[src/rtl/cp0_regfile.sv]
// MIPS coprocessor-0 register file: BadVAddr, Count, Compare, Status, Cause, EPC, PRId.
// Define CP0_TIMER_EN to build the Count/Compare timer; otherwise TI is tied low.
module cp0_regfile #(
    parameter logic [31:0] PRID_VALUE = 32'h0000_0001,
    parameter int          COUNT_DIV  = 2
) (
    input  logic        clk,
    input  logic        rst_n,
    input  logic        cp_read_en,
    input  logic [4:0]  cp_read_addr,
    output logic [31:0] cp_read_data,
    input  logic        cp_write_en,
    input  logic [4:0]  cp_write_addr,
    input  logic [31:0] cp_write_data,
    input  logic        exc_valid,
    input  logic [4:0]  exc_code,
    input  logic [31:0] exc_pc,
    input  logic        exc_in_delay_slot,
    input  logic [31:0] exc_badvaddr,
    input  logic        eret,
    input  logic [5:0]  hw_int,
    output logic [31:0] status_out,
    output logic [31:0] cause_out,
    output logic [31:0] epc_out,
    output logic        int_pending
);

    localparam logic [4:0]  ADDR_BADVADDR = 5'd8;
    localparam logic [4:0]  ADDR_COUNT    = 5'd9;
    localparam logic [4:0]  ADDR_COMPARE  = 5'd11;
    localparam logic [4:0]  ADDR_STATUS   = 5'd12;
    localparam logic [4:0]  ADDR_CAUSE    = 5'd13;
    localparam logic [4:0]  ADDR_EPC      = 5'd14;
    localparam logic [4:0]  ADDR_PRID     = 5'd15;
    localparam logic [31:0] STATUS_MASK   = 32'h0000_FF03;
    localparam logic [31:0] CAUSE_MASK    = 32'h0000_0300;

    logic [31:0] badvaddr_q;
    logic [31:0] epc_q;
    logic [7:0]  im_q;
    logic        exl_q;
    logic        ie_q;
    logic        bd_q;
    logic [4:0]  exc_code_q;
    logic [1:0]  sw_ip_q;
    logic [5:0]  hw_ip_q;
    logic        ti;
    logic [31:0] count_val;
    logic [31:0] compare_val;
    logic [7:0]  ip_all;
    logic [31:0] status_val;
    logic [31:0] cause_val;
    logic [31:0] write_mask;
    logic        write_status;
    logic        write_cause;
    logic        write_epc;

    assign write_status = cp_write_en && (cp_write_addr == ADDR_STATUS);
    assign write_cause  = cp_write_en && (cp_write_addr == ADDR_CAUSE);
    assign write_epc    = cp_write_en && (cp_write_addr == ADDR_EPC);

`ifdef CP0_TIMER_EN
    logic [31:0] count_q;
    logic [31:0] compare_q;
    logic        phase_q;
    logic        ti_q;
    logic        write_count;
    logic        write_compare;

    assign write_count   = cp_write_en && (cp_write_addr == ADDR_COUNT);
    assign write_compare = cp_write_en && (cp_write_addr == ADDR_COMPARE);

    // A Count write restarts the divider; a Compare write clears TI even if a match is seen that cycle.
    always_ff @(posedge clk or negedge rst_n) begin
        if (!rst_n) begin
            count_q   <= '0;
            compare_q <= '0;
            phase_q   <= 1'b0;
            ti_q      <= 1'b0;
        end else begin
            if (write_count) begin
                count_q <= cp_write_data;
                phase_q <= 1'b0;
            end else begin
                phase_q <= (COUNT_DIV == 1) ? 1'b0 : ~phase_q;
                if ((COUNT_DIV == 1) || phase_q)
                    count_q <= count_q + 32'd1;
            end
            if (write_compare) begin
                compare_q <= cp_write_data;
                ti_q      <= 1'b0;
            end else if (count_q == compare_q) begin
                ti_q <= 1'b1;
            end
        end
    end

    assign count_val   = count_q;
    assign compare_val = compare_q;
    assign ti          = ti_q;
`else
    assign count_val   = '0;
    assign compare_val = '0;
    assign ti          = 1'b0;
`endif

    // Exception outranks ERET, which outranks MTC0, on EXL; EPC is reserved for the exception path.
    always_ff @(posedge clk or negedge rst_n) begin
        if (!rst_n) begin
            badvaddr_q <= '0;
            epc_q      <= '0;
            im_q       <= '0;
            exl_q      <= 1'b0;
            ie_q       <= 1'b0;
            bd_q       <= 1'b0;
            exc_code_q <= '0;
            sw_ip_q    <= '0;
            hw_ip_q    <= '0;
        end else begin
            hw_ip_q <= hw_int;
            if (exc_valid) begin
                exl_q      <= 1'b1;
                exc_code_q <= exc_code;
                if (!exl_q) begin
                    epc_q <= exc_in_delay_slot ? (exc_pc - 32'd4) : exc_pc;
                    bd_q  <= exc_in_delay_slot;
                end
                if ((exc_code == 5'd4) || (exc_code == 5'd5))
                    badvaddr_q <= exc_badvaddr;
            end else if (eret) begin
                exl_q <= 1'b0;
            end else if (write_status) begin
                exl_q <= cp_write_data[1];
            end
            if (write_status) begin
                im_q <= cp_write_data[15:8];
                ie_q <= cp_write_data[0];
            end
            if (write_cause)
                sw_ip_q <= cp_write_data[9:8];
            if (write_epc && !exc_valid)
                epc_q <= cp_write_data;
        end
    end

    assign ip_all     = {hw_ip_q[5] | ti, hw_ip_q[4:0], sw_ip_q};
    assign status_val = {9'd0, 1'b1, 6'd0, im_q, 6'd0, exl_q, ie_q};
    assign cause_val  = {bd_q, ti, 14'd0, ip_all, 1'b0, exc_code_q, 2'b00};

    always_comb begin
        write_mask = '0;
        case (cp_write_addr)
`ifdef CP0_TIMER_EN
            ADDR_COUNT:   write_mask = '1;
            ADDR_COMPARE: write_mask = '1;
`endif
            ADDR_STATUS:  write_mask = STATUS_MASK;
            ADDR_CAUSE:   write_mask = CAUSE_MASK;
            ADDR_EPC:     write_mask = '1;
            default:      write_mask = '0;
        endcase
    end

    // A write to the register being read is forwarded so MFC0 sees the post-write value.
    always_comb begin
        cp_read_data = '0;
        if (cp_read_en) begin
            case (cp_read_addr)
                ADDR_BADVADDR: cp_read_data = badvaddr_q;
                ADDR_COUNT:    cp_read_data = count_val;
                ADDR_COMPARE:  cp_read_data = compare_val;
                ADDR_STATUS:   cp_read_data = status_val;
                ADDR_CAUSE:    cp_read_data = cause_val;
                ADDR_EPC:      cp_read_data = epc_q;
                ADDR_PRID:     cp_read_data = PRID_VALUE;
                default:       cp_read_data = '0;
            endcase
            if (cp_write_en && (cp_write_addr == cp_read_addr))
                cp_read_data = (cp_read_data & ~write_mask) | (cp_write_data & write_mask);
        end
    end

    assign status_out  = status_val;
    assign cause_out   = cause_val;
    assign epc_out     = epc_q;
    assign int_pending = ie_q & ~exl_q & (|(ip_all & im_q));

endmodule

[config.mk]
export PLATFORM = sky130hd
export DESIGN_NAME = cp0_regfile
export DESIGN_NICKNAME = d
export VERILOG_FILES = /design/src/rtl/cp0_regfile.sv
export SDC_FILE = /design/constraint.sdc
export NUM_CORES = 1
export LEC_CHECK = 0
export CAP_MARGIN = 5
export CORE_ASPECT_RATIO = 0.7
export CORE_MARGIN = 4
export CORE_UTILIZATION = 42
export DETAILED_ROUTE_END_ITERATION = 12
export HOLD_SLACK_MARGIN = 0.06
export PLACE_DENSITY = 0.86
export SETUP_SLACK_MARGIN = 0.5
export SLEW_MARGIN = 20
export SYNTH_ARGS = -nofsm -noshare
export SYNTH_HDL_FRONTEND = slang
export SYNTH_SLANG_ARGS = --single-unit
export TNS_END_PERCENT = 30
[constraint.sdc]
create_clock -name clk -period 2.4 [get_ports clk]
set_clock_uncertainty 0.1 [all_clocks]
set_input_delay 0.48 -clock clk [delete_from_list [all_inputs] [get_ports clk]]
set_output_delay 0.48 -clock clk [all_outputs]
set_load 0.05 [all_outputs]
==> results.sh <==
export IMPL_ys_seq_elements=88
export IMPL_drt_antenna_violating_nets=0
export IMPL_mostFrequentLayoutCell="dfrtp_1"
export IMPL_first_pass_grt_wire_length_um=33760
export IMPL_drc=0
export IMPL_fp_dieArea_um2=14770
export IMPL_cts_buffer_depth=2
export IMPL_floorplan_die_height_um=102.9
export IMPL_antenna_found_initial=2
export IMPL_post_place_cells=954
export IMPL_power_internal_mw=3.294
export IMPL_finalHoldViolations=0
export IMPL_core_rowCount=34
export IMPL_core_area_um2=12510
export IMPL_gpl_final_weighted_congestion=0.9225
export IMPL_area_delta_synth_final_pct=81.22
export IMPL_crit_path_end_kind="output pin"
export IMPL_synthDistinctLibCells=60
export IMPL_worstPathRequired_ns=1.82
export IMPL_fin_tns_setup_ns=-9.396
export IMPL_ir_worst_vdd_mv=0.3529
export IMPL_post_layout_total_power_mw=5.341
export IMPL_timing_final_setup_violations=32
export IMPL_synth_enable_flop_cells=0
export IMPL_share_comb_of_total_power_pct=35.3
export IMPL_crit_path_start="cp_write_addr[4]"
export IMPL_rr_endpoint="epc_out[4]"
export IMPL_grt_max_degree=46
export IMPL_post_drt_wl_per_cell_um=23.42
export IMPL_static_leakage_power_nw=4.269
export IMPL_num_io_pins=253
export IMPL_clkTransAtPathRegs_ns=0.06
export IMPL_total_number_of_clock_tree_sinks=88
export IMPL_n_fill_cell=767
export IMPL_ys_async_sr_fraction_pct=100.0
export IMPL_detailedPlacementHpwl_um=16200
export IMPL_synth_warnings=0
export IMPL_critical_path_max_fanout=8
export IMPL_outcome="complete, but fails checks"
export IMPL_seq_area_frac_synth_pct=40.76
export IMPL_cap_viol_max_count=0
export IMPL_syn_area_per_cell_um2=10.10
export IMPL_whs_ns=0.06182
export IMPL_fmax_mhz=364.7
export IMPL_slew_limit_headroom_pct=58.06
export IMPL_tritoncts="yes"
export IMPL_cts_root_buf="clkbuf_16"
export IMPL_worst_r2r_path_depth=4
export IMPL_class_of_the_most_critical_setup_path="input pin to output pin"
export IMPL_critical_path_reg2reg_startpoint="exl_q"
export IMPL_cts_made_buffers=9
export IMPL_stdcell_count=996
export IMPL_num_nets_final=952
export IMPL_cts_hold_buffers_added=0
export IMPL_routed_via_density=5.928
export IMPL_violations="setup timing"
export IMPL_seqPwrFrac_pct=37.9
export IMPL_net_switching_power_mw=2.047
export IMPL_drt_first_pass_iters=6
export IMPL_grt_overflow=0
export IMPL_power_density_cell_area_nw_per_um2=545.6
export IMPL_via_count=5904
export IMPL_cp_arrival_ns=2.16
export IMPL_start_kind="input pin"
export IMPL_netSwitchingFraction_pct=38.33
export IMPL_worst_pin_slew_ns=0.6292
export IMPL_final_period_minus_worst_setup_slack_ns=2.742
export IMPL_grt_usage_pct=29.86
export IMPL_first_global_vias=6148
export IMPL_post_route_cells_drive_above_1_share_pct=42.91
export IMPL_synth_cells=535
export IMPL_cp_endpoint="cp_read_data[10]"
export IMPL_report_final_slew_viol_count=0
export IMPL_setup_ws_ns=-0.3421
export IMPL_port_buffer_count=212
export IMPL_number_of_drc_markers_after_the_initial_detailed_route_iteration=475
export IMPL_timing_hold_worst_class="input pin to async pin"
export IMPL_floorplan_initialDensity_pct=43.20
export IMPL_grt_setup_unrepaired="true"
export IMPL_routed_wirelength_um=23330
export IMPL_netlist_area_um2=5403
export IMPL_ys_flop_type="dfrtp_1"
export IMPL_insertion_delay_ns=0.33
export IMPL_clockPowerShare_pct=26.8
export IMPL_final_min_period_over_clock_period_pct=114.3
export IMPL_die_w_um=143.6
export IMPL_final_cell_mix="88 x dfrtp_1, 83 x clkdlybuf4s50_1, 73 x buf_4"
export IMPL_rrSetupSlack_ns=0.88
export IMPL_cts_max_level=3
==> logic make-up (layout without fill, tap and decap cells) <==
kind of cell	Yosys count	after routing	share of synthesized area (%)
AO/OA/AOI/OAI	120	120	17.46
XOR/XNOR	33	33	5.350
adder cells (fa/ha/maj)	1	1	0.2316
buffers and inverters	82	340	9.125
flip-flops	88	88	40.76
multiplexers	53	53	10.95
other	2	42	0.1390
AND/OR/NAND/NOR	156	157	15.98
==> worst max-delay path, stage by stage <==
cell	delay [ns]
buf_8	0.11
and4bb_2	0.31
nand4_1	0.13
buf_4	0.18
buf_4	0.13
buf_6	0.12
o21bai_4	0.12
buf_6	0.17
a21oi_1	0.05
a21o_1	0.21
buf_12	0.16
==> worst min path at each step <==
| stage | cells past startpoint | from | to |
|---|---|---|---|
| 2_1_floorplan | 0 | rst_n | badvaddr_q[0] |
| 3_3_place_gp | 1 | badvaddr_q[5] | badvaddr_q[5] |
| 3_5_place_dp | 1 | badvaddr_q[8] | badvaddr_q[8] |
| 4_1_cts | 1 | rst_n | badvaddr_q[26] |
| 5_1_grt | 1 | rst_n | badvaddr_q[26] |
| 6_report | 1 | rst_n | badvaddr_q[20] |
==> registers in the layout, summed over array words and instances, names as in the netlist <==
signal      cells
badvaddr_q     32
bd_q            1
epc_out        32
exc_code_q      5
exl_q           1
hw_ip_q         6
ie_q            1
im_q            8
sw_ip_q         2
==> power by group through the flow <==
stage,Combinational [mW],Sequential [mW],Clock (mW)
floorplan,0.670,2.44,0
global placement,1.85,2.00,0
detailed placement,1.89,2.02,0
CTS,1.84,2.01,1.45
global route,1.97,2.05,1.52
finish,1.88,2.03,1.43
==> routing by layer <==
metal / vias up / part of all wire [%] / GRT usage (%)
li1: 2526 / - / -
met4: 2 / 4.3 / 11.36
met1: 2877 / 37 / 37.68
met2: 406 / 48 / 49.69
met5: - / 0.030 / 0
met3: 93 / 10 / 7.928
==> cell usage after synthesis, types with 9 or more instances <==
cell,n,area [µm²]
a221oi_1,16,140.1
buf_4,44,330.3
a22oi_1,29,217.7
nand2_1,39,146.4
nor2_1,32,120.1
a21oi_1,9,45.04
dfrtp_1,88,2202
xnor2_1,27,236.5
buf_2,10,50.05
o221ai_1,9,78.83
mux2_2,49,551.8
nor3_1,35,175.2
o21ai_0,13,65.06
clkbuf_1,18,67.56
==> stage by stage <==
step	area (µm²)	setup WS, ns	util, %
3_3_place_gp	8715	-0.6421	69.68
5_1_grt	9788	-0.4276	78.26
4_1_cts	9578	-0.2974	76.58
2_1_floorplan	5841	-0.1788	-
3_5_place_dp	8715	-0.7101	69.68
6_report	9791	-0.3421	78.28
==> area by class of cell <==
cell class | instances | area, µm² | share of cell area, %
Tap cell | 162 | 202.7 | 2.070
Sequential cell | 88 | 2202 | 22.49
Timing Repair Buffer | 318 | 3341 | 34.12
Clock buffer | 12 | 246.5 | 2.518
Multi-Input combinational cell | 404 | 3717 | 37.97
Antenna cell | 2 | 5.005 | 0.05112
Clock inverter | 4 | 53.80 | 0.5495
Inverter | 6 | 22.52 | 0.2300
==> timing repair <==
action                                  CTS  global route
setup buffers                            17             4
pin swaps                                60            42
endpoints found under the setup margin  125            91
resized for setup                       241           111
gates cloned                              3             0
Note: power is estimated with default switching activity, not from simulation.
